===== src/rtl/uart_prog_loader_if.sv =====
// uart_prog_loader_if
//   Bundles the byte stream from the UART receiver, the ACK byte to the UART
//   transmitter and the BRAM write port used by the boot-time program loader.
//
//   Signals:
//     rx_valid   1       one-cycle strobe, rx_data holds a new byte
//     rx_data    8       received byte
//     tx_valid   1       ACK byte available, held until tx_ready
//     tx_data    8       ACK byte (8'hAA ok, 8'h55 error)
//     tx_ready   1       transmitter accepts tx_data while tx_valid=1
//     mem_we     1       BRAM write enable, single-cycle pulse per word
//     mem_wadr   ADDR_W  BRAM word address
//     mem_wdata  32      BRAM write data
//
//   Handshake rules:
//     rx side  : no back-pressure; every cycle with rx_valid=1 carries one byte.
//     tx side  : valid/ready. Once tx_valid rises, tx_valid and tx_data hold
//                steady until the first cycle with tx_valid && tx_ready; that
//                cycle transfers the byte and tx_valid drops on the next one.
//     mem side : fire-and-forget; mem_we=1 writes mem_wdata at mem_wadr.
//
//   Modports:
//     master : the loader (consumes rx bytes, drives tx and the BRAM port)
//     slave  : the surrounding UART/BRAM side
interface uart_prog_loader_if #(
  parameter int ADDR_W = 20
);
  logic              rx_valid;
  logic [7:0]        rx_data;
  logic              tx_valid;
  logic [7:0]        tx_data;
  logic              tx_ready;
  logic              mem_we;
  logic [ADDR_W-1:0] mem_wadr;
  logic [31:0]       mem_wdata;

  modport master (
    input  rx_valid,
    input  rx_data,
    input  tx_ready,
    output tx_valid,
    output tx_data,
    output mem_we,
    output mem_wadr,
    output mem_wdata
  );

  modport slave (
    output rx_valid,
    output rx_data,
    output tx_ready,
    input  tx_valid,
    input  tx_data,
    input  mem_we,
    input  mem_wadr,
    input  mem_wdata
  );
endinterface


===== src/rtl/uart_prog_loader.sv =====
// uart_prog_loader
//   Boot-time program loader sitting between the UART byte receiver and the
//   instruction/data BRAM. Accepts a frame of the form
//     N (4 bytes, LSB first) | N words (4 bytes each, LSB first) | checksum byte
//   where the checksum is the mod-256 sum of the payload bytes only. Payload
//   words are written to BRAM starting at BASE_WADR. After the checksum byte a
//   one-byte ACK is sent (8'hAA ok, 8'h55 error); on success core_run rises and
//   releases the core from reset.
//
//   Ports:
//     clk        system clock
//     rst        asynchronous, active-high reset
//     bus        uart_prog_loader_if.master (rx bytes, tx ACK, BRAM write)
//     core_run   1 = load succeeded, stays high until reset
//     load_err   sticky length / checksum error flag
//     state_dbg  current FSM state (HDR=0 DATA=1 CSUM=2 ACK=3 DONE=4 ERR=5)
module uart_prog_loader #(
  parameter int              ADDR_W    = 20,
  parameter int              BASE_WADR = 0,
  parameter longint unsigned MAX_WORDS = 64'd1 << ADDR_W
) (
  input  logic                  clk,
  input  logic                  rst,
  uart_prog_loader_if.master    bus,
  output logic                  core_run,
  output logic                  load_err,
  output logic [2:0]            state_dbg
);

  localparam logic [2:0] S_HDR  = 3'd0;
  localparam logic [2:0] S_DATA = 3'd1;
  localparam logic [2:0] S_CSUM = 3'd2;
  localparam logic [2:0] S_ACK  = 3'd3;
  localparam logic [2:0] S_DONE = 3'd4;
  localparam logic [2:0] S_ERR  = 3'd5;

  localparam logic [7:0]        ACK_OK  = 8'hAA;
  localparam logic [7:0]        ACK_BAD = 8'h55;
  localparam logic [32:0]       MAX_N   = 33'(MAX_WORDS);
  localparam logic [ADDR_W-1:0] BASE_A  = ADDR_W'(BASE_WADR);
  localparam logic [ADDR_W:0]   ONE_W   = (ADDR_W+1)'(1);

  logic [2:0]        state;
  logic [1:0]        byte_cnt;   // byte position within the current 4-byte group
  logic [23:0]       asm_buf;    // first three bytes of the group, LSB first
  logic [ADDR_W:0]   n_words;    // accepted word count (N <= MAX_WORDS)
  logic [ADDR_W:0]   word_idx;   // words already handed to the write register
  logic [7:0]        sum;
  logic              ok;         // result of the checksum compare, used after ACK

  logic              tx_valid_r;
  logic [7:0]        tx_data_r;
  logic              mem_we_r;
  logic [ADDR_W-1:0] mem_wadr_r;
  logic [31:0]       mem_wdata_r;

  // Bytes shift in from the top, so after three bytes the buffer holds
  // {b2,b1,b0} and the arriving fourth byte completes the little-endian word.
  logic [31:0] asm_full;
  assign asm_full = {bus.rx_data, asm_buf};

  logic        last_byte;
  assign last_byte = (byte_cnt == 2'd3);

  logic [ADDR_W:0] word_next;
  assign word_next = word_idx + ONE_W;

  always_ff @(posedge clk or posedge rst) begin
    if (rst) begin
      state       <= S_HDR;
      byte_cnt    <= 2'd0;
      asm_buf     <= 24'd0;
      n_words     <= '0;
      word_idx    <= '0;
      sum         <= 8'd0;
      ok          <= 1'b0;
      tx_valid_r  <= 1'b0;
      tx_data_r   <= 8'd0;
      mem_we_r    <= 1'b0;
      mem_wadr_r  <= '0;
      mem_wdata_r <= 32'd0;
      core_run    <= 1'b0;
      load_err    <= 1'b0;
    end else begin
      // Write strobe is a single-cycle pulse; it is re-armed only on the
      // fourth byte of a word.
      mem_we_r <= 1'b0;

      case (state)
        S_HDR: begin
          if (bus.rx_valid) begin
            asm_buf  <= asm_full[31:8];
            byte_cnt <= byte_cnt + 2'd1;
            if (last_byte) begin
              if ({1'b0, asm_full} > MAX_N) begin
                tx_data_r  <= ACK_BAD;
                tx_valid_r <= 1'b1;
                load_err   <= 1'b1;
                ok         <= 1'b0;
                state      <= S_ACK;
              end else if (asm_full == 32'd0) begin
                state <= S_CSUM;
              end else begin
                n_words <= asm_full[ADDR_W:0];
                state   <= S_DATA;
              end
            end
          end
        end

        S_DATA: begin
          if (bus.rx_valid) begin
            asm_buf  <= asm_full[31:8];
            sum      <= sum + bus.rx_data;
            byte_cnt <= byte_cnt + 2'd1;
            if (last_byte) begin
              // The write register is separate from asm_buf, so the byte
              // arriving during the write cycle starts the next word.
              mem_we_r    <= 1'b1;
              mem_wdata_r <= asm_full;
              mem_wadr_r  <= BASE_A + word_idx[ADDR_W-1:0];
              word_idx    <= word_next;
              if (word_next == n_words) begin
                state <= S_CSUM;
              end
            end
          end
        end

        S_CSUM: begin
          if (bus.rx_valid) begin
            tx_valid_r <= 1'b1;
            state      <= S_ACK;
            if (bus.rx_data == sum) begin
              tx_data_r <= ACK_OK;
              ok        <= 1'b1;
            end else begin
              tx_data_r <= ACK_BAD;
              ok        <= 1'b0;
              load_err  <= 1'b1;
            end
          end
        end

        S_ACK: begin
          if (bus.tx_ready) begin
            tx_valid_r <= 1'b0;
            core_run   <= ok;
            state      <= ok ? S_DONE : S_ERR;
          end
        end

        S_DONE: begin
          state <= S_DONE;
        end

        S_ERR: begin
          load_err <= 1'b1;
          state    <= S_ERR;
        end

        default: begin
          state <= S_HDR;
        end
      endcase
    end
  end

  assign bus.tx_valid  = tx_valid_r;
  assign bus.tx_data   = tx_data_r;
  assign bus.mem_we    = mem_we_r;
  assign bus.mem_wadr  = mem_wadr_r;
  assign bus.mem_wdata = mem_wdata_r;
  assign state_dbg     = state;

endmodule


===== src/flat_wrapper.sv =====
// flat-port wrapper written by rule: the top's interface ports become plain ports
module uart_prog_loader_flat 
#(
  parameter int              ADDR_W    = 20,
  parameter int              BASE_WADR = 0,
  parameter longint unsigned MAX_WORDS = 64'd1 << ADDR_W
)
  (clk, rst, core_run, load_err, state_dbg, bus_rx_valid, bus_rx_data, bus_tx_ready, bus_tx_valid, bus_tx_data, bus_mem_we, bus_mem_wadr, bus_mem_wdata);
  uart_prog_loader_if #(.ADDR_W(ADDR_W)) bus_i ();
  input  logic clk;
  input  logic rst;
  output logic core_run;
  output logic load_err;
  output logic [2:0] state_dbg;
  input wire logic [$bits(bus_i.rx_valid)-1:0] bus_rx_valid;
  input wire logic [$bits(bus_i.rx_data)-1:0] bus_rx_data;
  input wire logic [$bits(bus_i.tx_ready)-1:0] bus_tx_ready;
  output wire logic [$bits(bus_i.tx_valid)-1:0] bus_tx_valid;
  output wire logic [$bits(bus_i.tx_data)-1:0] bus_tx_data;
  output wire logic [$bits(bus_i.mem_we)-1:0] bus_mem_we;
  output wire logic [$bits(bus_i.mem_wadr)-1:0] bus_mem_wadr;
  output wire logic [$bits(bus_i.mem_wdata)-1:0] bus_mem_wdata;
  assign bus_i.rx_valid = bus_rx_valid;
  assign bus_i.rx_data = bus_rx_data;
  assign bus_i.tx_ready = bus_tx_ready;
  assign bus_tx_valid = bus_i.tx_valid;
  assign bus_tx_data = bus_i.tx_data;
  assign bus_mem_we = bus_i.mem_we;
  assign bus_mem_wadr = bus_i.mem_wadr;
  assign bus_mem_wdata = bus_i.mem_wdata;
  uart_prog_loader #(.ADDR_W(ADDR_W), .BASE_WADR(BASE_WADR), .MAX_WORDS(MAX_WORDS)) u_core (.clk(clk), .rst(rst), .bus(bus_i), .core_run(core_run), .load_err(load_err), .state_dbg(state_dbg));
endmodule

===== config.mk =====
export PLATFORM = sky130hd
export DESIGN_NAME = uart_prog_loader_flat
export DESIGN_NICKNAME = d
export VERILOG_FILES = /design/src/rtl/uart_prog_loader_if.sv /design/src/rtl/uart_prog_loader.sv /design/src/flat_wrapper.sv
export SDC_FILE = /design/constraint.sdc
export NUM_CORES = 1
export LEC_CHECK = 0
export ABC_CLOCK_PERIOD_IN_PS = 5500
export CORE_ASPECT_RATIO = 0.9
export CORE_MARGIN = 4
export CORE_UTILIZATION = 56
export DETAILED_ROUTE_END_ITERATION = 12
export GPL_TIMING_DRIVEN = 0
export MAX_ROUTING_LAYER = met4
export PLACE_DENSITY = 0.83
export SYNTH_ARGS = -nofsm -noshare
export SYNTH_HDL_FRONTEND = slang
export SYNTH_SLANG_ARGS = --single-unit

===== constraint.sdc =====
create_clock -name clk -period 5.5 [get_ports clk]
set_clock_uncertainty 0.2 [all_clocks]
set_input_delay 0.55 -clock clk [delete_from_list [all_inputs] [get_ports clk]]
set_output_delay 0.55 -clock clk [all_outputs]
set_load 0.05 [all_outputs]

After elaboration in Yosys (flattened, before gate mapping) --
Index checks and enable logic that the tools add are counted.
Cells by class: $add $sub $neg 3, multiply operators 0, divide/modulo/power cells 0, magnitude comparators 1, equality and inequality tests 17, shift-type cells 0, muxes and demuxes 35, bitwise logic cells 2, reductions and logical operators 15
Operators by type and width (number):
- 8-bit 2-to-1 mux | 5
- 32-bit by 21-bit > comparator with 1-bit output, second input constant | 1
- 32-bit zero test | 1
- 3-bit 2-to-1 mux | 8
- 21-bit by 1-bit adder with 21-bit output, second input constant | 1
- 21-bit == test | 1
- 3-bit case mux with 6 select lines | 1
- 1-bit 2-to-1 mux | 16
- 8-bit case mux with 2 select lines | 1
- 6-bit AND reduction | 2
- 2-bit != test, second input constant | 5
- 5-bit AND reduction | 2
- 8-bit adder | 1
- 8-bit == test | 1
- 2-bit by 1-bit != test with 1-bit output, second input constant | 4
- 7-bit AND reduction | 1
- 3-bit by 2-bit == test with 1-bit output, second input constant | 2
- 3-bit == test, second input constant | 2
- 1-bit case mux with 3 select lines | 2
- 2-bit AND reduction | 3
- 3-bit nonzero test | 2
- 3-bit by 1-bit == test with 1-bit output, second input constant | 1
- 3-bit zero test | 1
- 3-bit AND reduction | 1
- other kinds (7) | 8
Storage, ports and cells: bits in registers 144, latch bits 0, bits in writable memories 0, bits in read-only memories 0, input bits 12, output and inout bits 67, memories 0

Depth between registers and ports, before layout --
depth in word-level cells 6, gate-level depth with buffers 10

Worst setup path after synthesis --
No wires, ideal clock.
kind input-to-reg, start point in bus_rx_data[1], end point reg u_core.sum[7], setup time 0.125 ns, arrival 2.253 ns, data required time 5.175 ns, path slack 2.922 ns, stages on the path 8, path buffers 0, cells stage by stage ha_1 > a21o_1 > a21o_1 > a21oi_1 > o21ai_0 > or4b_2 > nand4_1 > o31ai_1
On the way: word-level cells in the longest chain between the ends 1
RTL lines:
- from (decl) | RTL line flat_wrapper.sv:16 | input wire logic [$bits(bus_i.rx_data)-1:0] bus_rx_data;
- 8-bit adder | RTL line uart_prog_loader.sv:114 | sum <= sum + bus.rx_data;
- to (signal assigned) | RTL line uart_prog_loader.sv:114
- to (decl) | RTL line uart_prog_loader.sv:48 | logic [7:0] sum;
No other way between the ends. A chain may end at the register's enable or synchronous reset.

Worst setup path after layout --
start point reg u_core.state[2], in the netlist u_core.state_dbg[2], end point reg u_core.mem_wadr_r[18], in the netlist u_core.bus.mem_wadr[18]
On the way: word-level cells in the longest chain between the ends 2
RTL lines:
- from (decl) | RTL line uart_prog_loader.sv:43 | logic [2:0] state;
- from (signal assigned) | RTL line uart_prog_loader.sv:149 | state <= ok ? S_DONE : S_ERR;
- 3-bit by 1-bit == test with 1-bit output | RTL line uart_prog_loader.sv:89 | case (state)
- 3-bit AND reduction (no source line)
- to (signal assigned) | RTL line uart_prog_loader.sv:121 | mem_wadr_r <= BASE_A + word_idx[ADDR_W-1:0];
- to (decl) | RTL line uart_prog_loader.sv:54 | logic [ADDR_W-1:0] mem_wadr_r;
No other way between the ends.

==> flow_summary.json <==
{
  "stdcell_count": 914,
  "switching_power_uw": 492.7,
  "timing.final.crit_period_ns": 3.006,
  "worst_hold_path_type": "reg2reg",
  "ctsResizeCount": 0,
  "netlist_area_sq_mm": 0.006558,
  "postRouteAntennaNets": 0,
  "outcome": "completed",
  "min_period_over_period_pct": 54.65,
  "synth_area_leaders": "dfrtp_1 52%, nand2_1 11%, mux2_2 7.7%, xnor2_1 3.9%, xor2_1 3.2%",
  "globalRouteOverflowTotal": 0,
  "pre_cts_slack_ns": 2.141,
  "power_density_mw_per_mm2": 272.8,
  "hold_start": "u_core.bus.mem_wadr[1]$_DFFE_PP0P_",
  "dp_cells": 882,
  "seqPwrFrac_pct": 45.8,
  "track_usage_pct": 25.26,
  "grt_max_degree": 96,
  "rows": 37,
  "die_h_um": 110.7,
  "r2r_setup_slack_ns": 2.49,
  "worstHoldEndpoint": "u_core.bus.mem_wadr[1]$_DFFE_PP0P_",
  "port_buffers": 77,
  "viasPerCell": 5.654,
  "die-area_sq_mm": 0.01351,
  "peakVddDrop_mv": 0.2461,
  "cts_tree": "done",
  "cts-htree-levels": 4,
  "reg2reg_depth": 8,
  "p_clk_share_pct": 51.5,
  "critPathLaunchType": "flip-flop",
  "setup-violations-final": 0,
  "async_flop_share_pct": 100.0,
  "dpl.hpwl_mm": 11.21,
  "fmax_mhz": 332.7,
  "layout-drive-gt1-share_pct": 14.51,
  "final_max_slew_viol_count": 0,
  "antenna_found_initial": 0,
  "die_w_um": 122.1,
  "diodes": 0,
  "layout_common_cells": "184 x nand2_1, 137 x dfrtp_1, 77 x clkdlybuf4s50_1",
  "clkTransAtPathRegs_ns": 0.06,
  "coreArea_sq_mm": 0.01143,
  "place_congestion": 0.8515,
  "power.internal_mw": 1.732,
  "maxCapViolCount": 0,
  "p_leak_nw": 3.927,
  "hold_buffers": 0,
  "n_fill_cell": 821,
  "synthFlopType": "dfrtp_1",
  "io_pins": 79,
  "post_cts_buffers": 0,
  "comb_power_share_pct": 2.7,
  "worst_r2r_endpoint": "u_core.bus.mem_wadr[18]$_DFFE_PP0P_",
  "cp_max_fo": 10,
  "use_met1_pct": 32.41,
  "regArea_sq_mm": 0.003428,
  "reg2reg_from": "u_core.state_dbg[2]$_DFFE_PP0P_",
  "yosysTopAreaCell": "dfrtp_1",
  "ys_seq_elements": 137,
  "root_buffer": "clkbuf_16",
  "final_common_cell": "nand2_1",
  "multi_input_area_sq_mm": 0.002864,
  "timing.slew.headroom_pct": 54.09,
  "ys_warn_count": 0,
  "worstPathRequired_ns": 5.66,
  "avgSynthCellArea_sq_um": 10.12,
  "p_sw_share_pct": 22.15,
  "areaGrowthSynthToFinish_pct": 24.35,
  "grt_pass1_wl_mm": 26.16,
  "hold_viol_final": 0,
  "drcViolationCount": 0,
  "synth_top_area_share_pct": 52.28,
  "end_kind": "flip-flop",
  "drt_first_pass_iters": 5,
  "routedWlPerCell_um": 17.61,
  "worstSkewPairLatency_ns": 0.43,
  "grt_util_met2_pct": 39.58,
  "whs_path_depth": 2,
  "crit_arrival_ns": 3.17,
  "dr.first_iter.drc_count": 416,
  "synthCells": 648,
  "synth_fp_nets": 671,
  "fin_ws_ns": 2.494,
  "ys_types": 59,
  "nets": 768,
  "totalWireLength_mm": 16.09,
  "cts.sinks": 137,
  "rsz0062_at_grt": "no",
  "busiest_layer": "met2",
  "critical_path_class": "reg2reg",
  "cts_buffer_depth": 2,
  "grt_pass1_vias": 5265,
  "ys_seq_area_share_pct": 52.28,
  "initial_utilization_pct": 57.35,
  "num_vias": 5168,
  "cts_inserted_buffers": 17,
  "synth_edf_count": 0,
  "grtUsageMet3_pct": 5.663,
  "tightest_slew_ns": 0.6887
}
## synth_stat cells (3+ instances only)
cell / n
nor3_1: 10
o21ai_0: 19
buf_2: 6
buf_1: 4
nor2_1: 20
a21o_1: 4
mux2_2: 45
xor2_1: 24
a31oi_1: 3
ha_1: 10
nor4_1: 11
nand2_1: 184
o31ai_1: 4
a21oi_1: 8
nand3_1: 13
mux2i_1: 5
nand4_1: 14
clkbuf_1: 23
and3_1: 3
dfrtp_1: 137
inv_1: 11
xnor2_1: 29
buf_4: 9
nand3b_1: 4
## worst max-delay path by stage
| stage | slack (ns) | endpoint | cells after the start | from |
|---|---|---|---|---|
| after floorplan | 1.08 | u_core.asm_buf[0]$_DFFE_PP0P_ | 1 | rst |
| after global placement | -0.54 | u_core.bus.mem_wdata[15]$_DFFE_PP0P_ | 2 | rst |
| after detailed placement | 2.14 | u_core.asm_buf[3]$_DFFE_PP0P_ | 6 | bus_rx_valid |
| after CTS | 2.56 | u_core.bus.mem_wadr[18]$_DFFE_PP0P_ | 8 | u_core.state_dbg[2]$_DFFE_PP0P_ |
| after global routing | 2.35 | u_core.bus.mem_wdata[5]$_DFFE_PP0P_ | 8 | u_core.state_dbg[2]$_DFFE_PP0P_ |
| final | 2.49 | u_core.bus.mem_wadr[18]$_DFFE_PP0P_ | 8 | u_core.state_dbg[2]$_DFFE_PP0P_ |
## routing by layer
layer / wire, um / share of wire, %
met3: 947 / 5.9
met1: 6792 / 42
met5: 0 / 0
met4: 380 / 2.4
met2: 7972 / 50
## final cells by class
cell class	instances	area share [%]
plain buffers	45	2.701
multi-input cells	454	35.12
inverters	12	0.6138
well taps	156	2.394
clock buffers	21	5.647
clock inverters	11	1.688
flip-flops and latches	137	42.04
repair buffers	78	9.790
## metrics by stage
stage                     instance area [sq um]  hold slack (ns)  TNS, ns  power, mW  util [%]
after floorplan                            6558           0.2480        0      1.070         -
after global placement                     7523           0.2563   -72.07      1.091     65.79
after detailed placement                   7556           0.2618        0      1.097     66.08
after CTS                                  8154           0.2756        0      2.232     71.31
after global routing                       8154           0.2941        0      2.280     71.31
final                                      8154           0.2697        0      2.225     71.31
## critical path, stage by stage (launching register included)
cell,delay [ns]
dfrtp_1,0.37
clkbuf_1,0.24
nor4b_4,0.53
nand2_1,0.26
inv_1,0.13
clkbuf_1,0.54
buf_1,0.42
nand2_1,0.15
nand2_1,0.08
## logic make-up after synthesis
family,Yosys count,synth area share [%]
buffers and inverters,57,4.045
DFF,137,52.28
adders and majority gates,11,2.213
xor gates and xnor gates,53,7.079
AOI/OAI and AO/OA,58,6.029
muxes,50,8.491
and+or+nand+nor,282,19.86
## power groups by stage
stage | Combinational (mW) | Sequential [mW] | Clock, mW
after floorplan | 0.0359 | 1.03 | 0
after global placement | 0.0542 | 1.04 | 0
after detailed placement | 0.0609 | 1.04 | 0
after CTS | 0.0613 | 1.02 | 1.15
after global routing | 0.0671 | 1.02 | 1.19
final | 0.0603 | 1.02 | 1.15
## sequential cells by signal (all words and copies together), names as in the netlist, 2 cells and up
signal,count
u_core.asm_buf,24
u_core.bus.mem_wadr,20
u_core.bus.mem_wdata,32
u_core.bus.tx_data,2
u_core.byte_cnt,2
u_core.n_words,21
u_core.state_dbg,3
u_core.sum,8
u_core.word_idx,21
(Power assumes the default switching activity.)
==> patch, RTL diff (same settings) <==
Register the output `load_err` once more, cleared by the reset; this adds one clock of latency there. The other outputs are not delayed to match.
--- a/src/rtl/uart_prog_loader.sv
+++ b/src/rtl/uart_prog_loader.sv
@@ -40,6 +40,8 @@
   localparam logic [ADDR_W-1:0] BASE_A  = ADDR_W'(BASE_WADR);
   localparam logic [ADDR_W:0]   ONE_W   = (ADDR_W+1)'(1);
 
+  logic load_err_s0;
+
   logic [2:0]        state;
   logic [1:0]        byte_cnt;   // byte position within the current 4-byte group
   logic [23:0]       asm_buf;    // first three bytes of the group, LSB first
@@ -80,7 +82,7 @@
       mem_wadr_r  <= '0;
       mem_wdata_r <= 32'd0;
       core_run    <= 1'b0;
-      load_err    <= 1'b0;
+      load_err_s0 <= 1'b0;
     end else begin
       // Write strobe is a single-cycle pulse; it is re-armed only on the
       // fourth byte of a word.
@@ -95,7 +97,7 @@
               if ({1'b0, asm_full} > MAX_N) begin
                 tx_data_r  <= ACK_BAD;
                 tx_valid_r <= 1'b1;
-                load_err   <= 1'b1;
+                load_err_s0 <= 1'b1;
                 ok         <= 1'b0;
                 state      <= S_ACK;
               end else if (asm_full == 32'd0) begin
@@ -137,7 +139,7 @@
             end else begin
               tx_data_r <= ACK_BAD;
               ok        <= 1'b0;
-              load_err  <= 1'b1;
+              load_err_s0 <= 1'b1;
             end
           end
         end
@@ -155,7 +157,7 @@
         end
 
         S_ERR: begin
-          load_err <= 1'b1;
+          load_err_s0 <= 1'b1;
           state    <= S_ERR;
         end
 
@@ -173,5 +175,13 @@
   assign bus.mem_wdata = mem_wdata_r;
   assign state_dbg     = state;
 
+  always_ff @(posedge clk or posedge rst) begin
+    if (rst) begin
+      load_err <= '0;
+    end else begin
+      load_err <= load_err_s0;
+    end
+  end
+
 endmodule
 
Behaviour: no difference found for any inputs over 4 cycles, from zero or initial values and one cycle with rst high; that may be too few to reach the edited logic, so the function may still have changed.
==> patch against the original RTL <==
  * Maximum frequency down 18%
  * Sequential cell count rose by 1
  * Wire length down 0.66%
  * Synthesized area grew 1.5%
  * Setup slack got worse by 0.66 ns
  * Critical path depth rose by 1
  * Die area is 1.4% higher
  * Final area rose by 1.0%
  * Critical path type unchanged
  * Critical endpoint is now u_core.core_run
  * Largest cell class unchanged
  * Highest routed layer unchanged
Power is not compared: it rests on default switching activity, and its combinational part moved more than twofold at a synthesized area within 25%.
==> patch: results (changes against the original RTL) <==
[global_route]
grt_pass1_vias=5247  ; -0.34%
grt_max_degree=108  ; +13%
grt_usage_pct=25.8  ; +0.57 points
antenna_found_initial=0  ; unchanged
grt_pass1_wl_um=26700  ; +2.0%

[clocking]
clockBufferDepth=2  ; unchanged
cts_setup_buffers=0  ; unchanged

[logic_synthesis]
yosys.cell_types.count=60  ; +1.7%
yosysSeqAreaShare_pct=51.9  ; -0.38 points
synthTopCellsByCount=nand2_1 (192), dfrtp_1 (138), mux2_2 (49)
synth.net_count=672  ; +0.15%
synth.area.top_cells=dfrtp_1 (52%), nand2_1 (11%), mux2_2 (8.3%), xnor2_1 (4.3%), xor2_1 (2.9%)
postSynthAreaPerCell_um2=10.3  ; +1.3%

[layout]
final_cells=916  ; +0.22%
drive_gt1_share_pct=15.9  ; +1.4 points
layout.nets=770  ; +0.26%

[drt]
viasPerCell=5.55  ; -1.9%
wl_per_cell_um=17.5  ; -0.88%
drt_iter0_drc=335  ; -19%

[critical_path]
cp_slowest_cell=dfrtp_1
worstPathMaxFanout=9  ; -1
crit_path_start=u_core.word_idx[1]
crit_family=compound AO/OA/AOI/OAI gates
critPathMaxStageDelay_ns=0.52  ; -0.02 ns
crit_arrival_ns=3.78  ; +0.61 ns

[outcome]
outcome=finished clean

[placement]
dp_slack_ns=1.57  ; -0.567 ns
gp_congestion=0.867  ; +1.8%
dp_cells=884  ; +0.23%
place_area_um2=7660  ; +1.4%
hpwl_um=11500  ; +2.3%
portBuffers=78  ; +1.3%

[sta]
tightest_slew_ns=0.693  ; +0.00386 ns

[min_path]
hold_start=u_core.load_err_s0

patch: changes by cell type after synthesis, moves of 4 or more:
cell      change
nand4_1      -10
clkbuf_1      -9
nand2_1       +8
buf_6         +7
buf_2         -5
mux2_2        +4
nor3_1        +4
o31ai_1       -4
xnor2_1       +4
patch: layout make-up:
class | instances | area [µm²]
inverters | 10 | 42.5
plain buffers | 38 | 238
clock inverters | 15 | 150
fillers | 821 | 3290
repair buffers | 79 | 808
well taps | 156 | 195
clock buffers | 17 | 425
multi-input cells | 463 | 2930
flip-flops and latches | 138 | 3450
patch: metal layers:
| metal | part of all wire (%) | up-vias | global-route usage, % |
|---|---|---|---|
| met5 | 0 | - | - |
| met4 | 2.4 | 0 | 10.1 |
| met3 | 5.0 | 37 | 5.54 |
| met2 | 48 | 163 | 39.1 |
| met1 | 45 | 2496 | 34.2 |
| li1 | - | 2385 | - |
patch: cells by family (layout without fill, tap and decap cells):
kind of cell | Yosys count | after routing | share of synthesized area, %
xor gates and xnor gates | 56 | 56 | 7.48
adders and majority gates | 11 | 11 | 2.18
AOI/OAI and AO/OA | 51 | 51 | 5.15
and+or+nand+nor | 292 | 292 | 20.2
muxes | 53 | 53 | 8.91
buffers and inverters | 48 | 159 | 4.14
DFF | 138 | 138 | 51.9
patch: worst paths after layout:
path | end | slack [ns] | cells past startpoint
setup / recovery | u_core.core_run | 1.83 | 9
min in group asynchronous | u_core.bus.tx_valid | 0.27 | 2
setup reg to reg | u_core.core_run | 1.83 | 9
max in group asynchronous | u_core.bus.mem_wdata[21] | 4.01 | 3
hold / removal | u_core.load_err | 0.18 | 0
hold reg to reg | u_core.load_err | 0.18 | 0
patch: report_power, final:
part	internal (mW)	total, mW	switching, mW
clock	0.605	1.11	0.500
combinational	0.553	1.49	0.933
sequential	1.28	1.55	0.270
